$ cat config.mk
export PLATFORM = sky130hd
export DESIGN_NAME = password_programmer
export DESIGN_NICKNAME = d
export VERILOG_FILES = /design/src/rtl/password_pkg.sv /design/src/rtl/password_regfile.sv /design/src/rtl/password_programmer.sv
export SDC_FILE = /design/constraint.sdc
export NUM_CORES = 1
export LEC_CHECK = 0
export BUFFER_PORTS_ARGS = -buffer_cell sky130_fd_sc_hd__clkbuf_2
export CAP_MARGIN = 10
export CORE_ASPECT_RATIO = 0.8
export CORE_UTILIZATION = 57
export DETAILED_ROUTE_END_ITERATION = 12
export GPL_TIMING_DRIVEN = 0
export PLACE_DENSITY_LB_ADDON = 0.08
export SLEW_MARGIN = 20
export SYNTH_ARGS = -nofsm -noshare
export SYNTH_HDL_FRONTEND = slang
export SYNTH_SLANG_ARGS = --single-unit
$ cat constraint.sdc
create_clock -name CLK -period 2.1 [get_ports CLK]
set_clock_uncertainty 0.2 [all_clocks]
set_input_delay 0.105 -clock CLK [delete_from_list [all_inputs] [get_ports CLK]]
set_output_delay 0.105 -clock CLK [all_outputs]
set_load 0.01 [all_outputs]
$ cat src/rtl/password_pkg.sv
// Shared constants and types for the password validator/programmer pair.
//   DIGITS    : password length in digits
//   DIGIT_W   : bits per BCD digit
//   IDX_W     : digit index width
//   MAX_DIGIT : largest legal keypad digit
//   ProgState : programming FSM state encoding (also exported on dbgState)
package password_pkg;

  localparam int unsigned DIGITS    = 4;
  localparam int unsigned DIGIT_W   = 4;
  localparam int unsigned IDX_W     = (DIGITS > 1) ? $clog2(DIGITS) : 1;
  localparam int unsigned MAX_DIGIT = 9;

  typedef enum logic [2:0] {
    S_IDLE   = 3'd0,
    S_FIRST  = 3'd1,
    S_SECOND = 3'd2,
    S_COMMIT = 3'd3,
    S_DONE   = 3'd4,
    S_FAIL   = 3'd5
  } ProgState;

endpackage

$ cat src/rtl/password_regfile.sv
// Password store: DIGITS x DIGIT_W registers, reset to INIT_PW, write-all port,
// combinational read port.
//   CLK, RST : clock, asynchronous active-low reset
//   we       : load every digit from wdata this edge
//   wdata    : new password, digit i at wdata[DIGIT_W*i +: DIGIT_W]
//   address  : read digit index
//   data     : store[address], zero latency
module password_regfile
  import password_pkg::*;
#(
  parameter logic [DIGITS*DIGIT_W-1:0] INIT_PW = '0
) (
  input  logic                      CLK,
  input  logic                      RST,
  input  logic                      we,
  input  logic [DIGITS*DIGIT_W-1:0] wdata,
  input  logic [IDX_W-1:0]          address,
  output logic [DIGIT_W-1:0]        data
);

  logic [DIGIT_W-1:0] r_mem [DIGITS];

  always_ff @(posedge CLK or negedge RST) begin
    if (!RST) begin
      for (int i = 0; i < DIGITS; i++) r_mem[i] <= INIT_PW[DIGIT_W*i +: DIGIT_W];
    end else if (we) begin
      for (int i = 0; i < DIGITS; i++) r_mem[i] <= wdata[DIGIT_W*i +: DIGIT_W];
    end
  end

  assign data = r_mem[address];

endmodule

$ cat src/rtl/password_programmer.sv
// Password programmer: owns the password store and serves the validator's read
// port. A new password is typed twice; it is committed only if both entries agree
// and every digit is a legal BCD value.
//   CLK, RST   : clock, asynchronous active-low reset
//   enable     : keypad strobe, digit valid this cycle
//   digit      : keypad digit
//   prog       : start/restart programming ("program" is a reserved word)
//   abort      : discard entry, return to idle (beats prog and enable)
//   address    : validator read address
//   data       : store[address], combinational
//   busy       : entry or commit in progress
//   doneLight  : last programming attempt succeeded
//   failLight  : last programming attempt failed
//   dbgState   : FSM state
//   dbgIndex   : current digit index
module password_programmer
  import password_pkg::*;
#(
  parameter logic [DIGITS*DIGIT_W-1:0] INIT_PW = '0
) (
  input  logic               CLK,
  input  logic               RST,
  input  logic               enable,
  input  logic [DIGIT_W-1:0] digit,
  input  logic               prog,
  input  logic               abort,
  input  logic [IDX_W-1:0]   address,
  output logic [DIGIT_W-1:0] data,
  output logic               busy,
  output logic               doneLight,
  output logic               failLight,
  output logic [2:0]         dbgState,
  output logic [IDX_W-1:0]   dbgIndex
);

  localparam logic [IDX_W-1:0] LastIdx = IDX_W'(DIGITS - 1);

  ProgState           r_state, w_state_d;
  logic [IDX_W-1:0]   r_index, w_index_d;
  logic               r_mismatch, w_mismatch_d;
  logic [DIGIT_W-1:0] r_shadow [DIGITS];
  logic               w_shadow_we;
  logic               w_commit;
  logic               w_bad_digit;
  logic               w_mm_acc;
  logic [DIGITS*DIGIT_W-1:0] w_shadow_flat;

  assign w_bad_digit = (digit > DIGIT_W'(MAX_DIGIT));
  // Mismatch including the digit on the bus, so the last digit counts.
  assign w_mm_acc    = r_mismatch | (digit != r_shadow[r_index]);

  always_comb begin
    w_state_d    = r_state;
    w_index_d    = r_index;
    w_mismatch_d = r_mismatch;
    w_shadow_we  = 1'b0;
    w_commit     = 1'b0;
    if (abort) begin
      w_state_d    = S_IDLE;
      w_index_d    = '0;
      w_mismatch_d = 1'b0;
    end else if (prog) begin
      w_state_d    = S_FIRST;
      w_index_d    = '0;
      w_mismatch_d = 1'b0;
    end else begin
      unique case (r_state)
        S_FIRST: begin
          if (enable) begin
            if (w_bad_digit) begin
              w_state_d = S_FAIL;
              w_index_d = '0;
            end else begin
              w_shadow_we = 1'b1;
              if (r_index == LastIdx) begin
                w_state_d = S_SECOND;
                w_index_d = '0;
              end else begin
                w_index_d = r_index + 1'b1;
              end
            end
          end
        end
        S_SECOND: begin
          if (enable) begin
            if (w_bad_digit) begin
              w_state_d = S_FAIL;
              w_index_d = '0;
            end else if (r_index == LastIdx) begin
              w_state_d    = w_mm_acc ? S_FAIL : S_COMMIT;
              w_index_d    = '0;
              w_mismatch_d = w_mm_acc;
            end else begin
              w_index_d    = r_index + 1'b1;
              w_mismatch_d = w_mm_acc;
            end
          end
        end
        S_COMMIT: begin
          w_commit  = 1'b1;
          w_state_d = S_DONE;
        end
        default: ;  // IDLE/DONE/FAIL wait for prog or abort
      endcase
    end
  end

  always_ff @(posedge CLK or negedge RST) begin
    if (!RST) begin
      r_state    <= S_IDLE;
      r_index    <= '0;
      r_mismatch <= 1'b0;
      for (int i = 0; i < DIGITS; i++) r_shadow[i] <= '0;
    end else begin
      r_state    <= w_state_d;
      r_index    <= w_index_d;
      r_mismatch <= w_mismatch_d;
      if (w_shadow_we) r_shadow[r_index] <= digit;
    end
  end

  always_comb begin
    w_shadow_flat = '0;
    for (int i = 0; i < DIGITS; i++) w_shadow_flat[DIGIT_W*i +: DIGIT_W] = r_shadow[i];
  end

  password_regfile #(
    .INIT_PW (INIT_PW)
  ) u_regfile (
    .CLK     (CLK),
    .RST     (RST),
    .we      (w_commit),
    .wdata   (w_shadow_flat),
    .address (address),
    .data    (data)
  );

  assign busy      = (r_state == S_FIRST) || (r_state == S_SECOND) || (r_state == S_COMMIT);
  assign doneLight = (r_state == S_DONE);
  assign failLight = (r_state == S_FAIL);
  assign dbgState  = r_state;
  assign dbgIndex  = r_index;

endmodule
# Yosys cells after proc, flatten, opt, wreduce, memory -nomap -nowiden
# Index checks and enable logic that the tools add are counted.
[word_totals]
regBits = 38
inputBits = 11
output_inout_bits = 12
[classes]
n_addsub = 1
order_cmp = 4
eq_ne = 12
mux = 38
bitwise = 3
n_reduce_logical = 11
[op_table]
columns = ["operator", "count"]
rows = [
  ["3-bit two-way mux", 9],
  ["4-bit two-way mux", 5],
  ["4-bit binary-select mux with 2-bit select", 2],
  ["16-bit bitwise mux", 1],
  ["1-bit two-way mux", 13],
  ["2-bit two-way mux", 6],
  ["5-bit inequality test, second input constant", 2],
  ["3-bit one-hot mux with 3 select lines", 1],
  ["3-bit nonzero test", 3],
  ["4-bit demux with 2-bit select", 1],
  ["4-bit inequality test, second input constant", 2],
  ["3-bit by 2-bit equality test with 1-bit output, second input constant", 2],
  ["3-bit equality test, second input constant", 2],
  ["3-bit >= comparator, second input constant", 2],
  ["2-bit NOT with 3-bit output", 2],
  ["5-bit AND reduction", 1],
  ["5-bit nonzero test", 1],
  ["4-bit > comparator, second input constant", 1],
  ["4-bit inequality test", 1],
  ["3-bit by 1-bit equality test with 1-bit output, second input constant", 1],
  ["3-bit by 1-bit less-than comparator with 1-bit output, second input constant", 1],
  ["3-bit inequality test, second input constant", 1],
  ["3-bit AND reduction", 1],
  ["2-bit by 1-bit adder with 2-bit output, second input constant", 1],
  ["other kinds (6)", 7],
]

# Longest topological paths before layout
[logic_depth]
depth_word = 13
mapped_depth = 7

# Hierarchy
# A second synthesis with hierarchy kept.
[hier_totals]
cells_unflattened = 162
area_unflattened_um2 = 2113.3
[by_module_without_submodules]
columns = ["module", "n_inst", "cells_per_inst", "area_each_um2"]
rows = [
  ["password_programmer", 1, 124, 1405.1],
  ["password_regfile", 1, 38, 708.2],
]

# Least setup slack after synthesis
# OpenSTA, ideal clock, no wires.
[synth_timing]
path_type = "reg2reg"
startpoint = "register r_index[0] (netlist: dbgIndex[0])"
endpoint = "register r_state[2] (netlist: dbgState[2])"
setup_time_ns = 0.121
arrival_ns = 1.654
t_required_ns = 1.779
path_slack_ns = 0.125
stages_incl_launch_ff = 7
path_buffers = 1
period_less_slack_ns = 1.975
path_cell_list = "dfrtp_1 > buf_6 > mux4_2 > xor2_1 > nor2_2 > o211ai_1 > a22o_1"
[synth_between]
elab_chain_len = 13
word_cells_on_any_way = 17
[synth_lines]
columns = ["item", "line_no", "text"]
rows = [
  ["from (decl)", "password_programmer.sv:39", "logic [IDX_W-1:0] r_index, w_index_d;"],
  ["from (signal assigned)", "password_programmer.sv:116", "r_index <= w_index_d;"],
  ["2-bit NOT with 3-bit output (implied by the code)", "password_programmer.sv:50", "assign w_mm_acc = r_mismatch | (digit != r_shadow[r_index]);"],
  ["4-bit binary-select mux with 2-bit select", "password_programmer.sv:50", ""],
  ["4-bit two-way mux (implied by the code) (2 in a row)", "password_programmer.sv:50", ""],
  ["4-bit inequality test", "password_programmer.sv:50", ""],
  ["1-bit bitwise OR", "password_programmer.sv:50", ""],
  ["3-bit two-way mux", "password_programmer.sv:90", "w_state_d = w_mm_acc ? S_FAIL : S_COMMIT;"],
  ["3-bit two-way mux", "password_programmer.sv:89", "end else if (r_index == LastIdx) begin"],
  ["3-bit two-way mux", "password_programmer.sv:86", "if (w_bad_digit) begin"],
  ["3-bit two-way mux", "password_programmer.sv:85", "if (enable) begin"],
  ["3-bit one-hot mux with 3 select lines", "password_programmer.sv:67", "unique case (r_state)"],
  ["3-bit two-way mux", "password_programmer.sv:62", "end else if (prog) begin"],
  ["3-bit two-way mux", "password_programmer.sv:58", "if (abort) begin"],
  ["to (signal assigned)", "password_programmer.sv:115", "r_state <= w_state_d;"],
  ["to (decl)", "password_programmer.sv:38", "ProgState r_state, w_state_d;"],
]
# Parallel ways exist; a longest one is shown, timed or not. The select of a mux whose other input is x is not followed.
# A chain may end at the register's enable or synchronous reset.

# Final worst setup path
[layout_timing]
startpoint = "input port prog"
endpoint = "register u_regfile.r_mem[8] (netlist name)"
[layout_between]
elab_chain_len = 2
[layout_lines]
columns = ["item", "line_no", "text"]
rows = [
  ["from (decl)", "password_programmer.sv:25", "input logic prog,"],
  ["1-bit two-way mux", "password_programmer.sv:62", ""],
  ["1-bit two-way mux", "password_programmer.sv:58", ""],
  ["to (decl)", "password_regfile.sv:21", "logic [DIGIT_W-1:0] r_mem [DIGITS];"],
]
# Every way passes these cells.

==> impl_metrics.toml <==
[die]
initial_core_util_pct = 61.5
dieArea_um2 = 3640
num_rows = 18
die_x_um = 67.2
io_pins = 23
die_y_um = 54.2
coreArea_um2 = 3150

[drt]
num_vias = 1358
wl_per_cell_um = 17.4
ant_nets = 0
dr.pass1.iters = 4
via_per_inst = 5.83
initialDrtViolationCount = 154
drc_errors = 0
wl_mm = 4.06

[min_path]
worstHoldPathType = "in2reg"

[pwr]
p_comb_share_pct = 11.0
internal_power_mw = 1.19
p_sw_share_pct = 23.8
ir_drop_mv = 0.513
clockPowerShare_pct = 39.1
total_power_mw = 1.56
power_density_nw_per_um2 = 673
p_sw_uw = 371
p_leak_nw = 1.12
seqPwrFrac_pct = 49.9

[setup_path]
cpPeakStageDelay_ns = 0.56
cp_max_fo = 5
cp.arrival_ns = 2.02
crit_path_start_kind = "primary input"
cp_cell_sequence = "dlygate4sd3_1 > clkbuf_2 > or2_1 > nor3_4 > buf_4 > mux2_2"
crit_buf_inv = 3
crit_family = "buffers and inverters"
worst-setup-path-type = "in2reg"
cp-end-kind = "flip-flop"
cpMaxStageDelayCell = "dlygate4sd3_1"
crit_required_ns = 2.08

[placement]
placed_cells = 215
io_buffer_count = 21
place_hpwl_mm = 2.80
globalplace.congestion = 0.865

[job]
cap_violations = 0

[yosys]
syn_nets = 169
synth_area_um2 = 1940
synth_seq_cells = 38
ys_seq_area_share_pct = 49.1
synthCells = 154
yosys_warnings = 0
syn_avg_cell_area_um2 = 12.6
yosys_most_used_dff = "dfrtp_1"
synth_edf_count = 0
yosysUniqueCellTypes = 31
async_reset_ff_share_pct = 100

[grt]
grt_overflow = 0
grt_pass1_vias = 1285
grt_max_degree = 39
grt_pass1_wl_mm = 6.31
grtUsageTotal_pct = 25.6
antenna_found_initial = 0

[final_layout]
antenna_cells = 0
area_growth_pct = 19.4
most-common-layout-cells = "dfrtp_1, mux2_2, clkbuf_2"
finish.utilization_pct = 73.4
drive_gt1_share_pct = 42.5
mostFrequentLayoutCell = "dfrtp_1"
nets = 207
fillers = 210
finalNonFillerCells = 233

[cts]
cts.sinks = 38
numCtsBuffers = 5
cts_root_buf = "clkbuf_8"
cts_tree = "built"
insertion_delay_ns = 0.30
clock_path_buffers = 2
clk_pin_slew_worst_paths_ns = 0.07
cts.htree.levels = 2

[sta]
final_max_slew_viol_count = 0
final.min_clock_period_ns = 2.05
max_freq_mhz = 489
fin_setup_tns_ns = 0
fin_crit_sh_pct = 97.4
hold_viol = 0
slew_headroom_pct = 38.1
tightestPinTransition_ns = 0.928
rsz0062_at_grt = "false"
setup_viol = 0

[run_status]
outcome = "finished clean"
## flip-flops by register name (all words and copies together), names as in the netlist
name and flops:
dbgState 3, dbgIndex 2, r_mismatch 1, r_shadow 16, u_regfile.r_mem 16
## routing by layer
layer	vias up	global-route usage, %	share of wire [%]
met1	664	34.4	45
li1	631	-	-
met2	53	40.0	48
met3	10	5.72	5.2
met5	-	0	0
met4	0	11.3	1.8
## cells in the mapped netlist (2+ instances only)
library cell / n / share of area [%]
o211ai_1: 3 / 1.2
xor2_1: 3 / 1.4
a21oi_1: 4 / 1.0
nor2_1: 13 / 2.5
xnor2_1: 4 / 1.8
mux4_2: 6 / 7.0
dfrtp_1: 38 / 49
nand3_1: 2 / 0.52
clkbuf_1: 3 / 0.58
inv_1: 3 / 0.58
nand2_1: 10 / 1.9
o21a_1: 2 / 0.77
mux2i_1: 4 / 2.1
buf_6: 2 / 1.2
buf_2: 2 / 0.52
ha_1: 4 / 2.6
nor3_1: 5 / 1.3
mux2_2: 32 / 19
a22o_1: 2 / 0.90
## worst register-to-register path: stages (launching register included)
cell and delay [ns]:
dfrtp_1 0.39, buf_6 0.15, mux4_2 0.51, xor2_1 0.17, nor2_2 0.12, o211ai_1 0.12
a22o_1 0.22
## power groups by stage
stage / Combinational, mW / Sequential, mW / Clock, mW
2_1_floorplan: 0.107 / 0.783 / 0
3_3_place_gp: 0.157 / 0.787 / 0
3_5_place_dp: 0.162 / 0.788 / 0
4_1_cts: 0.173 / 0.775 / 0.617
5_1_grt: 0.190 / 0.782 / 0.647
6_report: 0.171 / 0.778 / 0.609
## metrics by stage
stage               hold WS, ns  setup slack (ns)  area [um2]
floorplan                -0.391             0.125        1940
global placement         0.0601            0.0392        2090
detailed placement       0.0770           -0.0115        2090
CTS                     0.00419            0.0202        2290
global route             0.0491          0.000689        2310
finish                   0.0225            0.0550        2310
## kinds of logic after synthesis
kind of cell    synth area share (%)
mux                             27.6
flops                           49.1
simple gates                    8.72
compound gates                  6.00
buf+inv                         2.84
xor+xnor                        3.16
fa+ha+maj                       2.58
## worst paths after layout
check | startpoint | to | slack, ns | cells after the start
setup / recovery | prog | u_regfile.r_mem[8] | 0.05 | 6
hold / removal | enable | r_mismatch | 0.02 | 4
setup reg to reg | dbgIndex[0] | dbgState[2] | 0.11 | 6
hold reg to reg | u_regfile.r_mem[10] | u_regfile.r_mem[10] | 0.31 | 1
max in group asynchronous | RST | r_shadow[14] | 0.84 | 2
min in group asynchronous | RST | r_shadow[12] | 0.28 | 2
## area by class of cell
cell class	count	area (um2)	area share (%)
flip-flops and latches	38	951	41.1
well taps	40	50.0	2.16
clock inverters	3	40.0	1.73
inverters	3	11.3	0.486
repair buffers	34	224	9.68
plain buffers	4	32.5	1.41
clock buffers	5	68.8	2.97
multi-input cells	106	937	40.5
## timing repair
item,in CTS,in global routing
cloned,0,1
buffers inserted,2,3
setup endpoints to repair,8,27
gates resized for setup,0,5
endpoints found under the hold margin,54,0
hold buffers,7,0
pin swaps,1,1
No activity file was read; power rests on OpenSTA's default activity.
